<file path="src/rtl/board_pkg.sv">
// Shared types, constants and helpers for the 4x4 board controller.
package board_pkg;

  localparam int unsigned N_CELLS = 16;
  localparam int unsigned N_LINES = 10;

  typedef enum logic [1:0] {
    EMPTY = 2'b00,
    P0    = 2'b01,
    P1    = 2'b10
  } cell_t;

  typedef enum logic [1:0] {
    S_TURN  = 2'b00,
    S_CHECK = 2'b01,
    S_OVER  = 2'b10
  } state_t;

  typedef logic [3:0] cell_idx_t;

  // Rows, then columns, then the two diagonals.
  localparam cell_idx_t LINE_IDX [N_LINES][4] = '{
    '{4'd0,  4'd1,  4'd2,  4'd3 },
    '{4'd4,  4'd5,  4'd6,  4'd7 },
    '{4'd8,  4'd9,  4'd10, 4'd11},
    '{4'd12, 4'd13, 4'd14, 4'd15},
    '{4'd0,  4'd4,  4'd8,  4'd12},
    '{4'd1,  4'd5,  4'd9,  4'd13},
    '{4'd2,  4'd6,  4'd10, 4'd14},
    '{4'd3,  4'd7,  4'd11, 4'd15},
    '{4'd0,  4'd5,  4'd10, 4'd15},
    '{4'd3,  4'd6,  4'd9,  4'd12}
  };

  function automatic cell_t cell_at(input logic [2*N_CELLS-1:0] b, input cell_idx_t i);
    return cell_t'(b[{i, 1'b0} +: 2]);
  endfunction

  function automatic cell_t player_mark(input logic player);
    return player ? P1 : P0;
  endfunction

endpackage

</file>
<file path="src/rtl/board_line_check.sv">
// Combinational win/full evaluation over the packed 16-cell board.
module board_line_check
  import board_pkg::*;
(
  input  logic [2*N_CELLS-1:0] board,
  output logic                 win,
  output cell_t                mark,
  output logic                 full
);

  cell_t c0, c1, c2, c3;

  always_comb begin
    win  = 1'b0;
    mark = EMPTY;
    full = 1'b1;
    c0   = EMPTY;
    c1   = EMPTY;
    c2   = EMPTY;
    c3   = EMPTY;
    for (int unsigned k = 0; k < N_CELLS; k++) begin
      if (cell_at(board, cell_idx_t'(k)) == EMPTY) full = 1'b0;
    end
    for (int unsigned l = 0; l < N_LINES; l++) begin
      c0 = cell_at(board, LINE_IDX[l][0]);
      c1 = cell_at(board, LINE_IDX[l][1]);
      c2 = cell_at(board, LINE_IDX[l][2]);
      c3 = cell_at(board, LINE_IDX[l][3]);
      if (!win && c0 != EMPTY && c0 == c1 && c0 == c2 && c0 == c3) begin
        win  = 1'b1;
        mark = c0;
      end
    end
  end

endmodule

</file>
<file path="src/rtl/board_ctrl.sv">
// Game sequencer for the 4x4 VGA board: cursor, moves, win/draw, frame-synced display.
// Optional per-turn timer enabled by defining TURN_TIMER_EN.
module board_ctrl
  import board_pkg::*;
#(
  parameter int unsigned TURN_TIMEOUT = 250_000_000,
  parameter int unsigned TIMER_W      = 28
)(
  input  logic        VGA_CLK_IN,
  input  logic        i_rst,
  input  logic        i_frame_start,
  input  logic        i_btn_next,
  input  logic        i_btn_sel,
  input  logic        i_new_game,
  output logic [31:0] o_board,
  output logic [3:0]  o_block,
  output logic        o_player,
  output logic [1:0]  o_winner,
  output logic        o_draw,
  output logic        o_game_over,
  output logic        o_move_err,
  output logic        o_timeout
);

  if (TURN_TIMEOUT == 0 || (TIMER_W < 32 && TURN_TIMEOUT >= (32'd1 << TIMER_W))) begin : g_bad_timer
    $error("board_ctrl: TIMER_W too narrow for TURN_TIMEOUT");
  end

  state_t               state_q, state_d;
  logic [2*N_CELLS-1:0] board_q, board_d;
  cell_idx_t            cursor_q, cursor_d;
  logic                 player_q, player_d;
  cell_t                winner_q, winner_d;
  logic                 draw_q, draw_d;
  logic                 move_err_q, move_err_d;
  logic                 timeout_q, timeout_d;

  logic [2*N_CELLS-1:0] disp_board_q;
  cell_idx_t            disp_block_q;
  logic                 disp_player_q;

  logic  line_win, board_full, sel_free, turn_expired;
  cell_t line_mark;

  board_line_check u_line_check (
    .board (board_q),
    .win   (line_win),
    .mark  (line_mark),
    .full  (board_full)
  );

  assign sel_free = i_btn_sel && (cell_at(board_q, cursor_q) == EMPTY);

`ifdef TURN_TIMER_EN
  logic [TIMER_W-1:0] timer_q;

  assign turn_expired = (state_q == S_TURN) && (timer_q == TIMER_W'(TURN_TIMEOUT - 1));

  // Holding the counter at zero outside S_TURN makes every entry start a fresh turn.
  always_ff @(posedge VGA_CLK_IN) begin
    if (i_rst || i_new_game || state_q != S_TURN || turn_expired) timer_q <= '0;
    else                                                          timer_q <= timer_q + 1'b1;
  end
`else
  assign turn_expired = 1'b0;
`endif

  always_comb begin
    state_d    = state_q;
    board_d    = board_q;
    cursor_d   = cursor_q;
    player_d   = player_q;
    winner_d   = winner_q;
    draw_d     = draw_q;
    move_err_d = 1'b0;
    timeout_d  = 1'b0;
    if (i_new_game) begin
      board_d  = '0;
      player_d = 1'b0;
      winner_d = EMPTY;
      draw_d   = 1'b0;
      state_d  = S_TURN;
    end else begin
      if (i_btn_next) cursor_d = cursor_q + 1'b1;
      case (state_q)
        S_TURN: begin
          if (sel_free) begin
            board_d[{cursor_q, 1'b0} +: 2] = player_mark(player_q);
            state_d = S_CHECK;
          end else begin
            move_err_d = i_btn_sel;
            if (turn_expired) begin
              timeout_d = 1'b1;
              player_d  = ~player_q;
            end
          end
        end
        S_CHECK: begin
          if (line_win) begin
            winner_d = line_mark;
            state_d  = S_OVER;
          end else if (board_full) begin
            draw_d  = 1'b1;
            state_d = S_OVER;
          end else begin
            player_d = ~player_q;
            state_d  = S_TURN;
          end
        end
        S_OVER: ;
        default: state_d = S_TURN;
      endcase
    end
  end

  always_ff @(posedge VGA_CLK_IN) begin
    if (i_rst) begin
      state_q    <= S_TURN;
      board_q    <= '0;
      cursor_q   <= '0;
      player_q   <= 1'b0;
      winner_q   <= EMPTY;
      draw_q     <= 1'b0;
      move_err_q <= 1'b0;
      timeout_q  <= 1'b0;
    end else begin
      state_q    <= state_d;
      board_q    <= board_d;
      cursor_q   <= cursor_d;
      player_q   <= player_d;
      winner_q   <= winner_d;
      draw_q     <= draw_d;
      move_err_q <= move_err_d;
      timeout_q  <= timeout_d;
    end
  end

  // Renderer-facing copies change only at frame start so a frame never tears.
  always_ff @(posedge VGA_CLK_IN) begin
    if (i_rst) begin
      disp_board_q  <= '0;
      disp_block_q  <= '0;
      disp_player_q <= 1'b0;
    end else if (i_frame_start) begin
      disp_board_q  <= board_q;
      disp_block_q  <= cursor_q;
      disp_player_q <= player_q;
    end
  end

  assign o_board     = disp_board_q;
  assign o_block     = disp_block_q;
  assign o_player    = disp_player_q;
  assign o_winner    = winner_q;
  assign o_draw      = draw_q;
  assign o_game_over = (state_q == S_OVER);
  assign o_move_err  = move_err_q;
  assign o_timeout   = timeout_q;

endmodule
</file>
<file path="config.mk">
export PLATFORM = sky130hd
export DESIGN_NAME = board_ctrl
export DESIGN_NICKNAME = d
export VERILOG_FILES = /design/src/rtl/board_pkg.sv /design/src/rtl/board_line_check.sv /design/src/rtl/board_ctrl.sv
export SDC_FILE = /design/constraint.sdc
export NUM_CORES = 1
export LEC_CHECK = 0
export ABC_AREA = 1
export ABC_CLOCK_PERIOD_IN_PS = 5190
export BUFFER_PORTS_ARGS = -buffer_cell sky130_fd_sc_hd__buf_2
export CORE_UTILIZATION = 50
export CTS_CLUSTER_DIAMETER = 150
export DETAILED_ROUTE_END_ITERATION = 16
export HOLD_SLACK_MARGIN = 0.12
export PLACE_DENSITY = 0.69
export SLEW_MARGIN = 10
export SYNTH_ARGS = -nofsm -noshare
export SYNTH_HDL_FRONTEND = slang
export SYNTH_HIERARCHICAL = 1
export SYNTH_SLANG_ARGS = --single-unit
</file>
<file path="constraint.sdc">
create_clock -name VGA_CLK_IN -period 5.19 [get_ports VGA_CLK_IN]
set_input_delay 1.557 -clock VGA_CLK_IN [delete_from_list [all_inputs] [get_ports VGA_CLK_IN]]
set_output_delay 1.557 -clock VGA_CLK_IN [all_outputs]
set_load 0.005 [all_outputs]
</file>
Yosys cells after proc, flatten, opt, wreduce, memory -nomap -nowiden
Cells that the tools add are included.

Reductions and logical operators: 82. Shift operators: 3. Equal/unequal tests: 33. Mux-type cells: 42. Bitwise gates (word level): 6. Add/subtract/negate cells: 2.

Operator list (count): equality test 2 bit (30); logical AND 1 bit (40); logical NOT 2 bit (18); bitwise mux 32 bit (1); variable shift 2 x 7 -> 32 bit, first input constant (1); indexed part select 2 x 7 -> 32 bit (1); indexed part select 32 x 6 -> 2 bit (1); 2-to-1 mux 2 bit (14); 2-to-1 mux 1 bit (26); nonzero test 2 bit (7); logical NOT 1 bit (9); AND reduction 2 bit (4); negator 5 -> 7 bit (1); NOT 1 bit (6); case mux 2 bit (3 select lines) (1); AND reduction 3 bit (2); adder 4 x 1 -> 4 bit, second input constant (1); OR reduction 4 bit (1); equality test 2 x 1 -> 1 bit, second input constant (1); equality test 2 bit, second input constant (1); != test 2 bit, second input constant (1); OR reduction 2 bit (1).

Logic and storage cells: 178. Output and inout port bits: 43. Register bits after elaboration: 80. Input port bits: 6.

Depth between registers and ports, before layout
Gate-level depths: netlist of run 1.

Word-level depth: 61. Depth in mapped cells: 15. Gate-level depth less buffers: 15.

Hierarchy
The synthesis of run 1 kept the hierarchy.

By module, submodules not included: board_ctrl (area an instance 3584.7 um2, seq. area each 1601.5 um2, cells each 517, times used 1); board_line_check (area an instance 1082.3 um2, seq. area each 0.0 um2, cells each 211, times used 1).

Least setup slack after synthesis of run 1
No wires, ideal clock.

Kind: input port to flip-flop. Start: in i_frame_start. End: reg disp_board_q[24] (netlist: o_board[24]). Required time: 5120 ps. Buffers on the path: 2. Slack: 2851 ps. Library setup time: 70 ps. Cell stages on the path: 4. Arrival time: 2270 ps. Path through: clkbuf_1 > clkbuf_1 > o21ai_0 > a21oi_1.

RTL lines: from (decl) (RTL line board_ctrl.sv:11) `input logic i_frame_start,`; to (signal assigned) (RTL line board_ctrl.sv:145) `disp_board_q <= board_q;`; to (decl) (RTL line board_ctrl.sv:38) `logic [2*N_CELLS-1:0] disp_board_q;`.

Final worst setup path of run 1
Start: reg cursor_q[0]. End: reg board_q[30].

Longest elaborated chain between the ends: 4. Elaborated cells on any way between the ends: 8. Those cells by class: add/sub (1); shift (3); mux (1); reduce/logical (3).

Ends and longest elaborated chain: from (decl) (RTL line board_ctrl.sv:31) `cell_idx_t cursor_q, cursor_d;`; from (signal assigned) (RTL line board_ctrl.sv:129) `cursor_q <= cursor_d;`; indexed part select 32 x 6 -> 2 bit (RTL line board_pkg.sv:36) `return cell_t'(b[{i, 1'b0} +: 2]);`; logical NOT 2 bit (RTL line board_ctrl.sv:52) `assign sel_free = i_btn_sel && (cell_at(board_q, cursor_q) == EMPTY);`; logical AND 1 bit (RTL line board_ctrl.sv:52); AND reduction 2 bit (no source line); to (signal assigned) (RTL line board_ctrl.sv:128) `board_q <= board_d;`; to (decl) (RTL line board_ctrl.sv:30) `logic [2*N_CELLS-1:0] board_q, board_d;`.

Parallel ways exist; a longest one is shown, timed or not. A chain may end at the register's enable or synchronous reset.

==> results.cfg, run 1 <==
[outcome]
status = complete, no violations

[critical_path]
cp_slowest_cell = dfxtp_1
r2r_slack_ps = 2510
crit_top_cell = nor2_1
cpPeakStageDelay_ps = 770
crit_arrival_ps = 2920
rr_startpoint = cursor_q[0]$_SDFFE_PP0P_
required_ps = 5430
cp-end-kind = flip-flop
cp_max_fo = 17
reg2reg_to = board_q[30]$_SDFFE_PP0P_
path_cells = inv_2, ha_1, xor2_2, nand2_2, clkinv_1, nand2_1, nor2_1, nand4_1, o21ai_1, nor2_1
rr_worst_depth = 10
cp-start-kind = flip-flop
path_class = reg2reg

[synthesis]
synth-edff-count = 0
ys.flop_type = dfxtp_1
ys_seq_elements = 80
syn_avg_cell_area_um2 = 6.41
synth-async-reset-ratio_pct = 0
ys_types = 42
syn_area_um2 = 4670
yosysWarnings = 6
syn_inst = 728
seq_area_frac_synth_pct = 34.3
syn_nets = 739

[finish]
antenna_cells = 0
fin_nets = 771
area_growth_pct = 9.46
design_area_um2 = 5110
layout_common_cells = nand2_1, nor2_1, inv_1
fin_util_pct = 57.5
drive_gt1_share_pct = 12.9
fin_cells = 873
final_common_cell = nand2_1

[die]
start_util_pct = 52.5
die_x_um = 98.6
die_area_um2 = 9720
die_h_um = 98.6
fp-row-count = 34
io_pins = 49
core_area_um2 = 8890

[clock_network]
post_cts_buffers = 0
cts_tree = yes
insertion_delay_ps = 360
ctsHoldBuffers = 0
cts_buffers = 9
cts.sinks = 80
post_cts_resized = 0
clockBufferDepth = 2
root_buffer = clkbuf_8
path_clk_slew_ps = 90
cts_max_level = 3

[grt]
antenna_found_initial = 0
grt_max_degree = 75
grtUsageTotal_pct = 30.5
grt_overflow = 0
first_global_vias = 4527
grt_first_pass_wirelength_mm = 23.2

[min_path]
hold_path_depth = 2
min_path_type = reg2reg
holdPathEnd = o_winner[0]$_SDFFE_PP0P_
min_from = o_winner[0]$_SDFFE_PP0P_

[power]
power_density_nw_per_um2 = 249
leakagePower_nw = 2.38
total_power_mw = 1.27
ir_worst_vdd_mv = 0.131

[drt]
vias_per_cell = 5.66
remaining_drc_errors = 0
via_count = 4942
drt-initial-drc-count = 452
ant_nets = 0
routedWlPerCell_um = 16.6
wl_mm = 14.5
first_pass_iters = 5

[timing]
grt_setup_unrepaired = no
tightestPinTransition_ps = 1040
whs_ps = 468
final.setup.worst_slack_ps = 2510
setup_violations = 0
fin_tns_setup_ps = 0
hold_viol = 0
slew_headroom_pct = 30.6
fmax_mhz = 374
maxSlewViolCount = 0
skew_ps = 15.5
timing.final.crit_share_pct = 51.5
fin_crit_ps = 2680

[placed_design]
pre_cts_slack_ps = 2300
dpl.hpwl_mm = 10.8
place_area_um2 = 4900
gp_congestion = 0.940
port_buffers = 47
place_inst = 857

[run]
max-cap-violations = 0
power breakdown:
part	internal (mW)	switching, mW	total [mW]	leakage [nW]
clock network	0.237	0.242	0.479	0.0989
logic	0.0452	0.0994	0.145	1.63
registers	0.631	0.0150	0.646	0.652
logic make-up (layout without fill, tap and decap cells):
| family | after synthesis | in the layout | share of synthesized area [%] |
|---|---|---|---|
| xor+xnor | 1 | 1 | 0.349 |
| fa+ha+maj | 5 | 5 | 1.34 |
| flops | 80 | 80 | 34.3 |
| buf+inv | 122 | 159 | 10.7 |
| other cells | 1 | 1 | 0.0804 |
| compound gates | 140 | 140 | 16.3 |
| simple gates | 379 | 379 | 36.9 |
how the worst max path moves through the flow:
stage,endpoint,start,slack [ps],cells past startpoint
2_1_floorplan,o_board[24]$_SDFFE_PP0P_,i_frame_start,2850,4
3_3_place_gp,o_block[0]$_SDFFE_PP0P_,i_rst,2430,4
3_5_place_dp,cursor_q[1]$_SDFFE_PP0P_,i_rst,2300,4
4_1_cts,board_q[25]$_SDFFE_PP0P_,cursor_q[0]$_SDFFE_PP0P_,2570,8
5_1_grt,board_q[30]$_SDFFE_PP0P_,cursor_q[0]$_SDFFE_PP0P_,2260,10
6_report,board_q[30]$_SDFFE_PP0P_,cursor_q[0]$_SDFFE_PP0P_,2510,10
layout make-up:
| type | count | area, um2 |
|---|---|---|
| multi-input cells | 526 | 2570 |
| clock buffers | 10 | 138 |
| repair buffers | 48 | 243 |
| flip-flops and latches | 80 | 1600 |
| inverters | 95 | 357 |
| clock inverters | 6 | 67.6 |
| well taps | 108 | 135 |
| fillers | 907 | 3780 |
Yosys cell counts (all sizes together), types with 2 or more instances:
cell | count | area share [%]
o22ai | 8 | 1.1
o21ai | 59 | 6.4
o31ai | 6 | 0.97
nand4 | 29 | 4.3
ha | 5 | 1.3
nand2 | 150 | 12
nand3b | 4 | 0.64
a21oi | 58 | 6.3
clkbuf | 13 | 1.0
nor4 | 3 | 0.40
nand3 | 52 | 6.3
inv | 94 | 7.6
nor3 | 13 | 1.6
nor2 | 127 | 11
buf | 14 | 2.0
dfxtp | 80 | 34
o41ai | 2 | 0.38
routing by layer:
metal	vias to the layer above	GRT usage (%)	part of all wire, %
met1	2263	40.2	44
met3	41	4.47	5.6
met2	187	48.6	46
li1	2451	-	-
met4	0	15.7	4.1
met5	-	0	0
state kept, by name (all words and copies together), names as in the netlist:
name        count
o_draw          1
player_q        1
cursor_q        4
board_q        32
o_winner        2
o_player        1
o_move_err      1
o_board        32
state_q         2
o_block         4
worst max-delay path: cells and delay by family (launching register included):
| kind | cells | cell delay (ps) |
|---|---|---|
| flip-flops | 1 | 770 |
| buffers and inverters | 2 | 370 |
| AND/OR/NAND/NOR | 5 | 480 |
| AO/OA/AOI/OAI | 1 | 220 |
| adder cells (fa/ha/maj) | 1 | 320 |
| XOR/XNOR | 1 | 410 |
(Power assumes the default switching activity.)
==> run 2, diff against run 1 <==
Settings changed: ABC_CLOCK_PERIOD_IN_PS 5190 to 2700.
Clock period 5.19 ns to 2.7 ns, I/O delays scaled along.
==> results.cfg, run 2 (synthesis results as in run 1) <==
[die]
core_area_um2 = 8890
die_x_um = 98.6
io_pins = 49
start_util_pct = 52.5
die_h_um = 98.6
fp-row-count = 34
die_area_um2 = 9720

[min_path]
hold_path_depth = 2
min_path_type = reg2reg

[timing]
maxSlewViolCount = 0
whs_ps = 466
fin_crit_ps = 2550
fmax_mhz = 392
setup_violations = 0
slew_headroom_pct = 41.5
timing.final.crit_share_pct = 94.5
grt_setup_unrepaired = no
final.setup.worst_slack_ps = 149
fin_tns_setup_ps = 0
tightestPinTransition_ps = 877
hold_viol = 0
skew_ps = 14.1

[grt]
grt_first_pass_wirelength_mm = 23.8
first_global_vias = 4732
grt_overflow = 0
grtUsageTotal_pct = 31.7
grt_max_degree = 53
antenna_found_initial = 0

[finish]
multi_input_area_um2 = 2570
final_common_cell = nand2_1
drive_gt1_share_pct = 13.8
antenna_cells = 0
n_fill_cell = 911
area_growth_pct = 10.5
layout_common_cells = nand2_1, nor2_1, inv_1
fin_nets = 780
design_area_um2 = 5150
register_area_um2 = 1600

[placed_design]
place_area_um2 = 4980
dpl.hpwl_mm = 11.3
pre_cts_slack_ps = 197
port_buffers = 47
gp_congestion = 1.03

[drt]
wl_mm = 14.9
ant_nets = 0
remaining_drc_errors = 0
routedWlPerCell_um = 16.9
first_pass_iters = 5
via_count = 5007
vias_per_cell = 5.68
drt-initial-drc-count = 472

[clock_network]
cts_max_level = 3
ctsHoldBuffers = 0
post_cts_buffers = 0
cts.sinks = 80
path_clk_slew_ps = 80
cts_tree = yes
post_cts_resized = 0
insertion_delay_ps = 370
clockBufferDepth = 2
root_buffer = clkbuf_8
cts_buffers = 9

[critical_path]
path_class = reg2reg
crit_arrival_ps = 2800
rr_worst_depth = 11
cp_max_fo = 13
required_ps = 2950
cp-start-kind = flip-flop
cp-end-kind = flip-flop

[power]
ir_worst_vdd_mv = 0.350
power_density_nw_per_um2 = 451
leakagePower_nw = 2.42

[outcome]
status = complete, no violations

[run]
max-cap-violations = 0
[run 2: changes by cell type in the layout (fill, tap and decap cells not counted), sizes merged]
| cell | change |
|---|---|
| buf | +9 |
| bufinv | -1 |
| clkinv | +1 |
| inv | -1 |
[run 2: final timing paths]
path | from | endpoint | slack [ps]
setup / recovery | board_q[25]$_SDFFE_PP0P_ | player_q$_SDFFE_PP0P_ | 150
hold / removal | o_winner[0]$_SDFFE_PP0P_ | o_winner[0]$_SDFFE_PP0P_ | 470
setup reg to reg | board_q[25]$_SDFFE_PP0P_ | player_q$_SDFFE_PP0P_ | 150
hold reg to reg | o_winner[0]$_SDFFE_PP0P_ | o_winner[0]$_SDFFE_PP0P_ | 470
[run 2: final cells by class]
type / instances / area share [%]
clock inverter: 5 / 0.655
multi-input combinational: 526 / 49.8
sequential: 80 / 31.1
inverter: 95 / 6.92
clock buffer: 10 / 2.67
timing repair buffer: 57 / 6.26
tap: 108 / 2.62
[run 2: critical path, stage by stage (launching register included)]
cell and delay, ps:
dfxtp_1 660, inv_1 190, nand3_1 120, nand2_1 60, nand2_1 110, nor2_4 70
nor3_4 310, nand3_2 140, nor2_4 150, nand3_1 220, nor4_1 350, nor3_1 70
[run 2: report_power, final]
group | total [mW] | leakage (nW) | internal [mW] | switching (mW)
logic | 0.300 | 1.68 | 0.0959 | 0.204
clock network | 0.788 | 0.0841 | 0.352 | 0.436
registers | 1.24 | 0.652 | 1.21 | 0.0224
total | 2.32 | 2.42 | 1.66 | 0.663
[run 2: per-stage QoR]
| step | util (%) | cells | power [mW] |
|---|---|---|---|
| finish | 58.0 | 881 | 2.32 |
| global route | 58.0 | 881 | 2.42 |
| CTS | 58.0 | 881 | 2.33 |
| detailed placement | 56.1 | 866 | 1.56 |
| global placement | 56.1 | 866 | 1.55 |
| floorplan | - | 728 | 1.46 |
[run 2: routing by layer]
| metal | vias up | routed length, um | GRT usage [%] | share of wire, % |
|---|---|---|---|---|
| met5 | - | 0 | 0 | 0 |
| met2 | 225 | 6950 | 52.9 | 47 |
| met4 | 0 | 598 | 16.4 | 4.0 |
| li1 | 2472 | - | - | - |
| met3 | 47 | 1080 | 5.04 | 7.3 |
| met1 | 2263 | 6270 | 39.5 | 42 |
